## src/rtl/ghost_pos_update.sv

```systemverilog
// Ghost position engine: samples a one-hot direction per tile, walks TILE pixels
// one move_tick at a time, detects capture by pacman and runs a timed respawn.
module ghost_pos_update #(
  parameter logic [10:0] START_X       = 11'd304,
  parameter logic [9:0]  START_Y       = 10'd224,
  parameter int          TILE          = 16,
  parameter logic [10:0] MAX_X         = 11'd639,
  parameter logic [9:0]  MAX_Y         = 10'd479,
  parameter int          HIT           = 8,
  parameter int          RESPAWN_TICKS = 64
) (
  input  logic        clk,
  input  logic        rst_n,
  input  logic        enable,
  input  logic        move_tick,
  input  logic [3:0]  move_direction,
  input  logic [10:0] pacman_pos_x,
  input  logic [9:0]  pacman_pos_y,
  output logic [10:0] ghost_pos_x,
  output logic [9:0]  ghost_pos_y,
  output logic [3:0]  prev_direction,
  output logic        moving,
  output logic        caught
);

  localparam int SW = (TILE > 1) ? $clog2(TILE) : 1;
  localparam int RW = (RESPAWN_TICKS > 1) ? $clog2(RESPAWN_TICKS) : 1;

  localparam logic [3:0] DIR_RIGHT = 4'b0001;
  localparam logic [3:0] DIR_UP    = 4'b0010;
  localparam logic [3:0] DIR_DOWN  = 4'b0100;
  localparam logic [3:0] DIR_LEFT  = 4'b1000;

  typedef enum logic [1:0] {
    IDLE    = 2'd0,
    SAMPLE  = 2'd1,
    MOVE    = 2'd2,
    RESPAWN = 2'd3
  } state_e;

  state_e          state_q, state_d;
  logic [10:0]     x_q, x_d;
  logic [9:0]      y_q, y_d;
  logic [3:0]      dir_q, dir_d;
  logic [3:0]      prev_q, prev_d;
  logic [SW-1:0]   step_q, step_d;
  logic [RW-1:0]   resp_q, resp_d;
  logic            caught_q, caught_d;

  logic [11:0]     dx, dy, adx;
  logic [10:0]     ady;
  logic            near;
  logic            hit;
  logic            dir_onehot;

  // One extra bit on each difference keeps the magnitude free of wrap-around.
  always_comb begin
    dx  = {1'b0, pacman_pos_x} - {1'b0, x_q};
    dy  = {2'b00, pacman_pos_y} - {2'b00, y_q};
    adx = dx[11] ? (12'd0 - dx) : dx;
    ady = dy[10] ? (11'd0 - dy[10:0]) : dy[10:0];
    near = (adx < 12'(HIT)) && (ady < 11'(HIT));
    hit  = enable && near && ((state_q == SAMPLE) || (state_q == MOVE));
    dir_onehot = (move_direction != 4'b0000) &&
                 ((move_direction & (move_direction - 4'd1)) == 4'b0000);
  end

  always_ff @(posedge clk or negedge rst_n) begin
    if (!rst_n) begin
      state_q  <= IDLE;
      x_q      <= START_X;
      y_q      <= START_Y;
      dir_q    <= '0;
      prev_q   <= '0;
      step_q   <= '0;
      resp_q   <= '0;
      caught_q <= 1'b0;
    end else begin
      state_q  <= state_d;
      x_q      <= x_d;
      y_q      <= y_d;
      dir_q    <= dir_d;
      prev_q   <= prev_d;
      step_q   <= step_d;
      resp_q   <= resp_d;
      caught_q <= caught_d;
    end
  end

  // Capture is checked ahead of the tick so a coincident tick never steps.
  always_comb begin
    state_d  = state_q;
    x_d      = x_q;
    y_d      = y_q;
    dir_d    = dir_q;
    prev_d   = prev_q;
    step_d   = step_q;
    resp_d   = resp_q;
    caught_d = 1'b0;

    if (state_q == IDLE) begin
      if (enable) state_d = SAMPLE;
    end else if (hit) begin
      state_d  = RESPAWN;
      resp_d   = RW'(RESPAWN_TICKS - 1);
      caught_d = 1'b1;
    end else if (enable && move_tick) begin
      case (state_q)
        SAMPLE: begin
          if (dir_onehot) begin
            dir_d   = move_direction;
            step_d  = SW'(TILE - 1);
            state_d = MOVE;
          end
        end
        MOVE: begin
          case (dir_q)
            DIR_RIGHT: if (x_q < MAX_X)  x_d = x_q + 11'd1;
            DIR_LEFT:  if (x_q != '0)    x_d = x_q - 11'd1;
            DIR_UP:    if (y_q != '0)    y_d = y_q - 10'd1;
            DIR_DOWN:  if (y_q < MAX_Y)  y_d = y_q + 10'd1;
            default: ;
          endcase
          if (step_q == '0) begin
            prev_d  = dir_q;
            state_d = SAMPLE;
          end else begin
            step_d = step_q - SW'(1);
          end
        end
        RESPAWN: begin
          if (resp_q == '0) begin
            x_d     = START_X;
            y_d     = START_Y;
            prev_d  = '0;
            state_d = SAMPLE;
          end else begin
            resp_d = resp_q - RW'(1);
          end
        end
        default: ;
      endcase
    end
  end

  always_comb begin
    ghost_pos_x    = x_q;
    ghost_pos_y    = y_q;
    prev_direction = prev_q;
    moving         = (state_q == MOVE);
    caught         = caught_q;
  end

endmodule

```

## config.mk

```make
export PLATFORM = sky130hd
export DESIGN_NAME = ghost_pos_update
export DESIGN_NICKNAME = d
export VERILOG_FILES = /design/src/rtl/ghost_pos_update.sv
export SDC_FILE = /design/constraint.sdc
export NUM_CORES = 1
export LEC_CHECK = 0
export ABC_AREA = 1
export CELL_PAD_IN_SITES_DETAIL_PLACEMENT = 0
export CELL_PAD_IN_SITES_GLOBAL_PLACEMENT = 1
export CORE_MARGIN = 2
export CORE_UTILIZATION = 44
export DETAILED_ROUTE_END_ITERATION = 7
export GPL_TIMING_DRIVEN = 0
export PLACE_DENSITY_LB_ADDON = 0.1
export SYNTH_ARGS = -nofsm -noshare
export SYNTH_HDL_FRONTEND = slang
export SYNTH_SLANG_ARGS = --single-unit
```

## constraint.sdc

```tcl
create_clock -name clk -period 6.5 [get_ports clk]
set_input_delay 0.65 -clock clk [delete_from_list [all_inputs] [get_ports clk]]
set_output_delay 0.65 -clock clk [all_outputs]
set_load 0.005 [all_outputs]
```

* Word-level counts from Yosys, hierarchy flattened *
Cells that the tools add are included.

word-level totals
  bits in registers = 42
  input port bits = 29
  word-level logic and storage cells = 106

operators by class
  add/sub/neg operators = 11
  magnitude comparators = 4
  equality and inequality tests = 22
  muxes and demuxes = 32
  bitwise logic cells = 3
  reductions and logical operators = 26

operators with widths
  operator               count
  $mux 11                4
  $pmux 11 s2            2
  $pmux 10 s2            2
  $mux 10                3
  $mux 6                 4
  $reduce_and 6->1       3
  $mux 4                 4
  $pmux 4 s2             2
  $reduce_and 8->1       2
  $mux 2                 7
  $lt 12x4->1 const B    1
  $mux 12                1
  $ne 3x3->1 const B     4
  $sub 1x12->12 const A  1
  $sub 11x11->12         1
  $add 11x1->11 const B  1
  $lt 11x10->1 const B   1
  $lt 11x4->1 const B    1
  $reduce_bool 11->1     1
  $sub 1x11->11 const A  1
  $sub 10x10->11         1
  $sub 11x1->11 const B  1
  $add 10x1->10 const B  1
  $lt 10x9->1 const B    1
  31 further kinds       48

* Longest topological paths before layout *
Gate-level depths: netlist (run 1).

  word-level depth = 9
  mapped depth = 26

* Worst setup path after synthesis (run 1) *
No wires, ideal clock.

  kind = input port to flip-flop
  start = in pacman_pos_y[0]
  end = reg x_q[0], in the netlist ghost_pos_x[0]
  setup time = 0.073 ns
  arrival = 2.988 ns
  data required time = 6.427 ns
  slack = 3.439 ns
  stages = 25
  path buffers = 2
  cell sequence = inv_1 > ha_1 > inv_1 > fa_1 > nand2_1 > nand3_1 > nand3_2 > nand2_2 > nand2_2 > nand2_2 > inv_2 > buf_6 > nand2_1 > nand2_1 > nand2_1 > nor2_1 > nand2_1 > nor2_2 > nand3_4 > nand2_4 > inv_4 > nand2_8 > buf_12 > nor2_2 > a21oi_2

on the way
  word-level cells in the longest chain between the ends = 9

RTL lines
  what                                RTL line  text
  from (decl)                         18        input logic [9:0] pacman_pos_y,
  $sub 10x10->11 (*)                  59        dy = {2'b00, pacman_pos_y} - {2'b00, y_q};
  $sub 1x11->11                       61        ady = dy[10] ? (11'd0 - dy[10:0]) : dy[10:0];
  $mux 11 (*)                         61
  $lt 11x4->1 (*)                     62        near = (adx < 12'(HIT)) && (ady < 11'(HIT));
  $logic_and 1x1->1 (*)               62
  $logic_and 1x1->1 (*) (2 in a row)  63        hit = enable && near && ((state_q == SAMPLE) || (state_q == MOVE));
  $not 1->1 (no line) (*)             --
  $reduce_and 8->1 (no line) (*)      --
  to (signal assigned)                71        x_q <= START_X;
  to (signal assigned)                80        x_q <= x_d;
  to (decl)                           42        logic [10:0] x_q, x_d;

Every way passes the cells marked *; elsewhere a longest branch is shown, timed or not.
A chain may end at the register's enable or synchronous reset.

* Worst setup path after layout (run 1) *
  start = in pacman_pos_y[0]
  end = reg dir_q[2]

on the way
  word-level cells in the longest chain between the ends = 9

RTL lines
  what                                RTL line  text
  $sub 10x10->11 (*)                  59
  $sub 1x11->11                       61
  $mux 11 (*)                         61
  $lt 11x4->1 (*)                     62
  $logic_and 1x1->1 (*)               62
  $logic_and 1x1->1 (*) (2 in a row)  63
  $not 1->1 (no line) (*)             --
  $reduce_and 5->1 (no line) (*)      --
  to (signal assigned)                82        dir_q <= dir_d;
  to (decl)                           44        logic [3:0] dir_q, dir_d;

Marked as above.

==> summary.txt, run 1 <==
Status
  – Outcome: finished clean

Synthesis
  – Ys Warns: 0
  – Top post-synthesis cells by area: nand2_1 (19%), dfrtp_1 (17%), ha_1 (11%)
  – Share of Yosys cell area claimed by the top area cell type: 18.9%
  – Number of synthesized register bits: 42
  – Mux contribution to synthesized area: 0%
  – Cells after synthesis: 859
  – Post-synth cell types: 42
  – Syn Area/Cell: 6.11 um^2
  – Synth area leader: nand2_1
  – Largest family of logic cells by synthesized area: simple AND/OR/NAND/NOR gates
  – Synth Area in Adders: 12.7%
  – Post-synthesis sequential area ratio: 20.2%
  – Syn_nets: 939
  – Complex-gate fraction of the synthesized area: 11.8%
  – Synth Area in Simple Gates: 41.6%
  – Post-synthesis xor/xnor area fraction: 2.33%
  – Cell Area, Synth: 5250 um^2

Final layout
  – Area Growth Syn to Fin: 18.0%
  – Commonest non-fill, non-tap cells in the layout: nand2_1 (264), inv_1 (139), nor2_1 (79), nand3_1 (74), clkdlybuf4s50_1 (54)
  – Final Cell Area: 6200 um^2
  – Share of cells above drive strength 1: 6.50%
  – Commonest non-fill, non-tap cell in the layout: nand2_1
  – Ant diodes: 0
  – Final nets: 1002
  – Filler cell count: 1142

Clock network
  – Clock transition at the registers of the reported paths: 60 ps
  – Clk_lat worst skew: 290 ps
  – CTS Sinks: 42
  – H-tree depth: 2
  – Clk buf depth: 2
  – Root buf cell: clkbuf_16
  – Number of buffers created by CTS: 5
  – Postcts setup bufs: 0
  – Hold buffers post-CTS: 0
  – Clock tree from TritonCTS: done
  – Post-CTS sizing: 0

Placement
  – IO buf count: 55
  – Placed inst area: 6000 um^2
  – Hpwl dp: 11.4 mm
  – GPL Wtd Cong: 0.863

Detailed routing
  – Via count: 5496
  – Total Wirelength: 13.7 mm
  – Drt pass-1 iters: 4
  – Drc violations: 0
  – Vias per cell: 5.16
  – Initial drt markers: 374
  – Final ANT Viol Nets: 0
  – Avg WL per Cell: 12.9 um

Timing
  – Slew margin rel.: 27.2%
  – Final Cycle Share: 56.5%
  – Clock skew: 6.70 ps
  – Max-slew violation count: 0
  – Measured slew at the worst slew-check pin: 1090 ps
  – Tmin final: 3670 ps
  – Final Setup Violations: 0
  – Sum Neg Setup Slack: 0 ps
  – RSZ-0062 raised after global routing: false
  – Max Freq: 272 MHz
  – Hold Fails Final Rpt: 0

Global route
  – GRT met2 Usage: 36.4%
  – Met1 Usage GRT: 30.9%
  – M3 GR Usage: 2.14%
  – Initial antenna violation count: 0
  – Largest net degree at the start of global routing: 24
  – GRT Total Usage: 21.6%
  – GR Overflow Total: 0
  – Vias in the first global route: 5101
  – Global-route wire length before repair: 23.3 mm
  – Grt peak-use layer: met2

Critical path
  – Startpoint types: input pin
  – Crit end category: flop
  – Critical Path Most Common Cell: nand2_1
  – Critical Path Fanout Max: 9
  – CP arrival: 3830 ps
  – Crit path kind: input pin to flop
  – Slowest-stage cell, CP: clkdlybuf4s50_1
  – Crit-path max cell delay: 450 ps
  – Worst path cell trace: clkdlybuf4s50_1 -> inv_1 -> ha_1 -> inv_1 -> fa_1 -> nor2_1 -> nand2_1 -> inv_1 -> nand3_1 -> nor2_1 -> nand2_1 -> nand2_1 -> nand3_1 -> nand2_1 -> nand2_1 -> nor2_2 -> nand3_4 -> nand2_4 -> inv_4 -> nand3_1 -> o21ai_0
  – Worst EP required: 6660 ps

Floorplanning
  – I/O Pins: 56
  – Placeable core region: 11500 um^2
  – Rows: 39
  – Die X: 113 um
  – Starting density of the core: 45.6%
  – Die area: 12800 um^2
  – Chip height: 113 um

Power
  – Internal Power: 1.50 mW
  – Pleak: 3.29 nW
  – Power share of the combinational group: 73.8%
  – Clock Power Share: 10.0%
  – VDD IR max: 0.214 mV
  – Sw Pwr: 1.72 mW
  – Reg power frac: 16.2%
  – Power Dens Cells: 520 nW/um^2
  – Switching share of power: 53.3%

Worst hold path
  – Min-Delay Path Class: input pin to async pin

Run
  – Max Cap Viol: 0
==> final timing paths <==
check                                        from                 to  slack [ps]  cells after the start
worst max-delay path              pacman_pos_y[0]           dir_q[2]        2830                     21
worst min register to register  prev_direction[0]  prev_direction[0]         500                      2
max in group asynchronous                   rst_n     ghost_pos_x[8]        5590                      2
min in group clk                prev_direction[0]  prev_direction[0]         500                      2
worst min-delay path                        rst_n     ghost_pos_x[3]         340                      1
worst max register to register           dir_q[0]    ghost_pos_x[10]        2950                     19
==> worst max-delay path: cells and delay by family <==
family                     cells  cell delay [ps]
adders and majority gates      2              600
AOI/OAI and AO/OA              1              120
buffers and inverters          5              720
and+or+nand+nor               13             1730
==> area by class of cell <==
class | count | area (um^2) | area share [%]
Tap cell | 143 | 179 | 2.89
Timing Repair Buffer | 56 | 573 | 9.25
Clock inverter | 3 | 68.8 | 1.11
Multi-Input combinational cell | 667 | 3590 | 58.0
Buffer | 7 | 60.1 | 0.969
Clock buffer | 5 | 125 | 2.02
Inverter | 143 | 539 | 8.70
Sequential cell | 42 | 1060 | 17.1
==> registers in the layout, indices dropped and copies added, names as in the netlist <==
signal / count
caught: 1
step_q: 4
dir_q: 4
resp_q: 6
ghost_pos_y: 10
state_q: 2
ghost_pos_x: 11
prev_direction: 4
==> metrics by stage <==
stage          hold slack (ps)  setup slack, ps  std cells  total power, mW  util [%]
2_1_floorplan              354             3440        859             2.28         -
3_3_place_gp               475             2620       1057             2.81      51.9
3_5_place_dp               473             2550       1058             2.88      52.1
4_1_cts                    354             2840       1066             3.22      53.8
5_1_grt                    369             2440       1066             3.61      53.8
6_report                   340             2830       1066             3.22      53.8
==> power by group through the flow <==
stage / registers, mW / logic [mW] / clock network [mW]
floorplan: 0.483 / 1.79 / 0
global placement: 0.521 / 2.29 / 0
detailed placement: 0.525 / 2.35 / 0
CTS: 0.521 / 2.37 / 0.328
global route: 0.540 / 2.73 / 0.336
finish: 0.522 / 2.38 / 0.323
==> synthesized netlist by cell type (all sizes together) <==
cell / count
o21bai: 5
o21ai: 47
clkbuf: 2
nor2: 88
nor4: 5
ha: 47
buf: 5
o2111ai: 2
and3: 2
dfstp: 6
inv: 143
fa: 4
a21o: 2
o211ai: 1
a21oi: 42
o31ai: 3
xor2: 10
nand3b: 3
nand4: 24
and2: 1
dfrtp: 36
or2: 4
nor3: 11
o21a: 6
xnor2: 4
a221oi: 1
nand2: 276
nand3: 79
==> routing by layer <==
| layer | wire length, um | up-vias |
|---|---|---|
| li1 | - | 2896 |
| met5 | 0 | - |
| met2 | 6410 | 72 |
| met1 | 6900 | 2518 |
| met3 | 357 | 10 |
| met4 | 72 | 0 |
==> logic make-up after synthesis <==
logic type | Yosys count
AND/OR/NAND/NOR | 493
buffers and inverters | 150
AO/OA/AOI/OAI | 109
adder cells (fa/ha/maj) | 51
flip-flops | 42
XOR/XNOR | 14
Power figures use the tool's default switching activity.
==> inputs of run 2 (changes only) <==
CORE_UTILIZATION = 37   (was 44)
clock period = 3.25 ns   (was 6.5 ns; I/O delays follow)
==> summary.txt, run 2 (synthesis results as in run 1) <==
Clock network
  – Clk_lat worst skew: 280 ps (about the same)
  – Clock tree from TritonCTS: done
  – Clock transition at the registers of the reported paths: 60 ps (about the same)
  – Number of buffers created by CTS: 5 (unchanged)
  – H-tree depth: 2 (unchanged)
  – Root buf cell: clkbuf_16
  – CTS Sinks: 42 (unchanged)
  – Clk buf depth: 2 (unchanged)

Power
  – Sw Pwr: 3.79 mW (+120%)
  – Power share of the combinational group: 78.5% (+4.7 points)
  – Internal Power: 3.24 mW (+120%)
  – VDD IR max: 0.373 mV (+74%)
  – Reg power frac: 14.6% (-1.6 points)
  – Total power: 7.03 mW (+120%)
  – Clock Power Share: 6.9% (-3.1 points)
  – Switching share of power: 53.9% (+0.55 points)
  – Power Dens Cells: 1020 nW/um^2 (+97%)
  – Pleak: 3.45 nW (+5.0%)

Placement
  – Worst slack, placed: -506 ps (-3060 ps)
  – IO buf count: 55 (unchanged)
  – GPL Wtd Cong: 0.847 (-1.8%)
  – Placed inst area: 6040 um^2 (+0.65%)
  – Hpwl dp: 12.0 mm (+5.3%)
  – Post-placement cell count: 1095 (+3.5%)

Global route
  – GR Overflow Total: 0 (unchanged)
  – Global-route wire length before repair: 24.9 mm (+7.0%)
  – Vias in the first global route: 5367 (+5.2%)
  – GRT Total Usage: 20.4% (-1.2 points)
  – Initial antenna violation count: 0 (unchanged)
  – Largest net degree at the start of global routing: 31 (+29%)

Timing
  – Worst setup margin: 127 ps (-2700 ps)
  – Slew margin rel.: 47.0% (+20 points)
  – Max-slew violation count: 0 (unchanged)
  – RSZ-0062 raised after global routing: true
  – Tmin final: 3120 ps
  – WHS: 486 ps (+146 ps)
  – Measured slew at the worst slew-check pin: 789 ps (-300 ps)
  – Max Freq: 320 MHz
  – Final Setup Violations: 0 (unchanged)
  – Final Cycle Share: 96.1%
  – Clock skew: 3.98 ps (-2.72 ps)
  – Hold Fails Final Rpt: 0 (unchanged)

Floorplanning
  – Chip height: 123 um (+8.7%)
  – I/O Pins: 56 (unchanged)
  – Die area: 15200 um^2 (+18%)
  – Starting density of the core: 37.8% (-7.8 points)
  – Placeable core region: 13900 um^2 (+21%)
  – Rows: 43 (+10%)
  – Die X: 123 um (+8.7%)

Run
  – Max Cap Viol: 0 (unchanged)

Detailed routing
  – Total Wirelength: 15.4 mm (+12%)
  – Final ANT Viol Nets: 0 (unchanged)
  – Drt pass-1 iters: 5 (+1)
  – Initial drt markers: 330 (-12%)
  – Vias per cell: 5.01 (-2.9%)
  – Avg WL per Cell: 13.6 um (+5.3%)
  – Via count: 5683 (+3.4%)
  – Drc violations: 0 (unchanged)

Final layout
  – Ant diodes: 0 (unchanged)
  – Final nets: 1034 (+3.2%)
  – Filler cell count: 1418 (+24%)
  – Commonest non-fill, non-tap cells in the layout: nand2_1 (243), inv_1 (132), nor2_1 (66), nand3_1 (65), clkdlybuf4s50_1 (52)
  – Share of cells above drive strength 1: 18.3% (+12 points)
  – Non-Filler Instances: 1135 (+6.5%)
  – Final Cell Area: 6870 um^2 (+11%)
  – Area Growth Syn to Fin: 30.8%
  – Max FFs per register: 11 (unchanged)
  – Commonest non-fill, non-tap cell in the layout: nand2_1

Worst hold path
  – Min-Delay Path Class: input pin to async pin

Critical path
  – CP arrival: 3340 ps (-490 ps)
  – Flop2flop setup slack: 130 ps (-2820 ps)
  – Crit path kind: flop to flop
  – Slowest-stage cell, CP: fa_2
  – Critical Path Fanout Max: 7 (-2)
  – CP top delay family: simple AND/OR/NAND/NOR gates
  – R2R Path Start: ghost_pos_x[0]
  – Startpoint types: flop
  – R2R cell count: 19 (unchanged)
  – Worst path cell trace: ha_4 -> fa_2 -> nand2_2 -> nor2_4 -> nand3_4 -> nor2_4 -> nand3_4 -> nand2_4 -> nand4_1 -> nand2_2 -> nand2_2 -> nor2_4 -> nand3_4 -> nand2_4 -> inv_8 -> nand2_8 -> buf_12 -> nor2_4 -> a21oi_2
  – R2r endpoint: ghost_pos_x[3]
  – Crit end category: flop
  – Critical Path Most Common Cell: nor2_4
  – Worst EP required: 3470 ps (-3190 ps)
  – Buf/Inv on CP: 2 (-3)
  – Crit-path max cell delay: 570 ps (+120 ps)

Status
  – Outcome: finished clean
## run 2: worst reg2reg max path, delay by kind of cell (launching register included)
family          cells  cell delay (ps)
simple gates       14             1570
fa+ha+maj           2              750
flops               1              450
buf+inv             2              180
compound gates      1              100
## run 2: how the worst max path moves through the flow
stage | start | endpoint | slack [ps] | cells after the start
3_5_place_dp | pacman_pos_y[0] | ghost_pos_y[9] | -510 | 21
6_report | ghost_pos_x[0] | ghost_pos_x[3] | 130 | 19
3_3_place_gp | pacman_pos_y[0] | ghost_pos_y[9] | -430 | 21
5_1_grt | ghost_pos_x[0] | ghost_pos_x[2] | -30 | 19
2_1_floorplan | dir_q[0] | ghost_pos_x[10] | 370 | 19
4_1_cts | pacman_pos_y[0] | ghost_pos_x[3] | 0.5 | 26
## run 2: power groups by stage
stage	clock [mW]	sequential, mW	combinational (mW)
finish	0.484	1.02	5.52
global route	0.520	1.05	6.29
CTS	0.497	1.05	4.87
detailed placement	0	1.05	4.73
global placement	0	1.05	4.65
floorplan	0	0.966	3.58
## run 2: cell type report
class,instances,area [um^2],area share [%]
multi-input combinational,668,4000,58.2
sequential,42,1070,15.6
timing repair buffer,86,816,11.9
inverter,143,549,7.99
tap,180,225,3.28
clock buffer,6,129,1.88
buffer,7,68.8,1.00
clock inverter,2,10.0,0.146
timing repair inverter,1,7.51,0.109
## run 2: metal layers
layer  vias to the layer above  global-route usage [%]  part of all wire, %
met3                        11                    1.71                  2.1
met1                      2638                    28.4                   50
met2                        72                    34.5                   47
met4                         0                    3.98                  1.0
met5                         -                       0                    0
li1                       2962                       -                    -
## run 2: through the flow
step	util, %	setup TNS [ps]
2_1_floorplan	-	0
3_3_place_gp	43.4	-15280
3_5_place_dp	43.5	-17960
4_1_cts	45.3	0
5_1_grt	49.5	-186
6_report	49.5	0
## run 2: repair_timing
item                       CTS  global route
gates resized for setup     19           105
cloned                       0             4
hold buffers                 1             0
pin swaps                    6            28
hold endpoints to repair    10             0
buffers inserted             4            23
setup endpoints to repair   41            42
==> inputs of run 3 (changes only) <==
CORE_ASPECT_RATIO = 1.2   (was unset)
==> summary.txt, run 3 (synthesis results as in run 1) <==
Global route
  – GRT Total Usage: 19.8% (-0.59 points)
  – Vias in the first global route: 5374 (+0.13%)
  – GR Overflow Total: 0 (unchanged)
  – Global-route wire length before repair: 24.9 mm (-0.14%)
  – Initial antenna violation count: 0 (unchanged)
  – Largest net degree at the start of global routing: 27 (-13%)

Floorplanning
  – Chip height: 135 um (+9.2%)
  – Starting density of the core: 38.0% (+0.17 points)
  – Placeable core region: 13800 um^2 (-0.44%)
  – Die X: 113 um (-8.4%)
  – Rows: 47 (+9.3%)
  – Die area: 15200 um^2 (about the same)
  – I/O Pins: 56 (unchanged)

Critical path
  – Critical Path Most Common Cell: nor2_4
  – CP top delay family: simple AND/OR/NAND/NOR gates
  – R2R Path Start: ghost_pos_x[0]
  – Slowest-stage cell, CP: fa_2
  – CP Launch Point: ghost_pos_x[0]
  – Worst EP required: 3420 ps (-50 ps)
  – Crit end category: flop
  – CP arrival: 3300 ps (-40 ps)
  – Buf/Inv on CP: 3 (+1)
  – Worst path cell trace: ha_2 -> fa_2 -> nand2_2 -> nor2_4 -> nand3_4 -> nor2_4 -> buf_6 -> nand4_1 -> nand3_2 -> nand4_1 -> nor2_4 -> nand3_4 -> nand2_4 -> inv_8 -> nand2_8 -> clkbuf_16 -> o21ai_1
  – Flop2flop setup slack: 120 ps (about the same)
  – Crit-path max cell delay: 570 ps (about the same)
  – Startpoint types: flop
  – Critical Path Fanout Max: 8 (+1)
  – Crit path kind: flop to flop

Final layout
  – Filler cell count: 1419 (+0.071%)
  – Commonest non-fill, non-tap cell in the layout: nand2_1
  – Multi-input gate area: 4080 um^2 (+2.2%)
  – Area Growth Syn to Fin: 33.1%
  – Util after Layout: 50.6% (+1.1 points)
  – Final Cell Area: 6990 um^2 (+1.7%)
  – Share of cells above drive strength 1: 21.0% (+2.7 points)
  – Commonest non-fill, non-tap cells in the layout: nand2_1 (231), inv_1 (131), nor2_1 (62), nand3_1 (60), clkdlybuf4s50_1 (52)
  – Ant diodes: 0 (unchanged)
  – Max FFs per register: 11 (unchanged)
  – Final nets: 1035 (+0.097%)
  – FF+latch area: 1070 um^2 (unchanged)

Clock network
  – Number of buffers created by CTS: 5 (unchanged)
  – H-tree depth: 2 (unchanged)
  – Clk buf depth: 2 (unchanged)
  – Root buf cell: clkbuf_16
  – Clock tree from TritonCTS: done
  – Clk_lat worst skew: 290 ps (about the same)
  – Clock transition at the registers of the reported paths: 60 ps (about the same)
  – CTS Sinks: 42 (unchanged)

Timing
  – Worst setup margin: 120 ps (-7.16 ps)
  – Max-slew violation count: 0 (unchanged)
  – Sum Neg Setup Slack: 0 ps (unchanged)
  – Final Setup Violations: 0 (unchanged)
  – Final Cycle Share: 96.3% (+0.22 points)
  – Slew margin rel.: 44.3% (-2.6 points)
  – Tmin final: 3130 ps (+7.16 ps)
  – Max Freq: 319 MHz (-0.23%)
  – Clock skew: 3.54 ps (-0.440 ps)
  – Measured slew at the worst slew-check pin: 828 ps (+39.3 ps)
  – Hold Fails Final Rpt: 0 (unchanged)

Placement
  – Worst slack, placed: -503 ps (+3.36 ps)
  – Hpwl dp: 12.1 mm (+1.0%)
  – Placed inst area: 6030 um^2 (-0.19%)
  – GPL Wtd Cong: 0.854 (+0.77%)
  – IO buf count: 55 (unchanged)

Power
  – Total power: 7.21 mW (+2.6%)
  – VDD IR max: 0.461 mV (+24%)
  – Power share of the combinational group: 77.7% (-0.8 points)
  – Switching share of power: 53.1% (-0.75 points)
  – Pleak: 3.48 nW (+0.96%)
  – Clock Power Share: 8.1% (+1.2 points)
  – Reg power frac: 14.2% (-0.4 points)
  – Internal Power: 3.38 mW (+4.3%)
  – Power Dens Cells: 1030 nW/um^2 (+0.91%)
  – Sw Pwr: 3.83 mW (+1.2%)

Detailed routing
  – Vias per cell: 5.06 (+0.98%)
  – Total Wirelength: 15.6 mm (+1.6%)
  – Avg WL per Cell: 13.9 um (+2.3%)
  – Final ANT Viol Nets: 0 (unchanged)
  – Initial drt markers: 266 (-19%)
  – Via count: 5698 (+0.26%)
  – Drt pass-1 iters: 5 (unchanged)
  – Drc violations: 0 (unchanged)

Run
  – Max Cap Viol: 0 (unchanged)

Worst hold path
  – Min-Delay Path Class: flop to flop
  – Min-Delay Startpoint: prev_direction[1]

Status
  – Outcome: finished clean
run 3: cell count changes in the layout (fill, tap and decap cells not counted), sizes merged:
cell	previous run	this run
clkinv	2	0
bufinv	0	1
clkinvlp	1	2
buf	35	36
run 3: repair_timing:
item                                   in CTS  in global routing
endpoints found under the hold margin      14                  0
buffers inserted                            2                 27
hold buffers                                1                  0
setup endpoints to repair                  40                 41
gates resized for setup                    20                128
pin swaps                                   5                 33
cloned                                      0                  3
run 3: final timing paths:
| path | endpoint | depth (start not counted) |
|---|---|---|
| worst max-delay path | ghost_pos_x[1] | 17 |
| worst min-delay path | prev_direction[1] | 2 |
| worst max register to register | ghost_pos_x[1] | 17 |
| worst min register to register | prev_direction[1] | 2 |
| max in group asynchronous | ghost_pos_y[6] | 3 |
| min in group asynchronous | ghost_pos_x[2] | 2 |
run 3: power groups by stage:
stage                     Sequential (mW)  Clock (mW)  Combinational [mW]
after global placement               1.04           0                4.65
after global routing                 1.06       0.609                6.36
after floorplan                     0.966           0                3.58
final                                1.02       0.583                5.61
after CTS                            1.04       0.600                4.85
after detailed placement             1.04           0                4.72
run 3: worst reg2reg max path, cell delays in order, from the launching register on:
cell and delay (ps):
dfrtp_2 410, ha_2 200, fa_2 570, nand2_2 60
nor2_4 140, nand3_4 120, nor2_4 190, buf_6 120
nand4_1 100, nand3_2 100, nand4_1 130, nor2_4 200
nand3_4 170, nand2_4 140, inv_8 50, nand2_8 80
clkbuf_16 150, o21ai_1 60
run 3: final cells by class:
type | count | share of cell area [%]
Clock inverter | 3 | 0.644
Inverter | 143 | 7.86
Multi-Input combinational cell | 668 | 58.4
Timing Repair Buffer | 88 | 11.9
Tap cell | 171 | 3.06
Sequential cell | 42 | 15.3
Clock buffer | 5 | 1.79
Buffer | 7 | 0.984
run 3: per-layer routing:
metal  wire, um  up-vias  track usage [%]
met3        320       28             1.53
li1           -     2959                -
met1       7080     2621             25.6
met4        391        0             6.64
met2       7850       90             34.9
met5          0        -                0
run 3: stage by stage:
stage / hold slack (ps) / std cells
after detailed placement: 291 / 1086
after global placement: 473 / 1085
after CTS: 494 / 1097
after floorplan: 29.4 / 859
final: 484 / 1127
after global routing: 510 / 1127
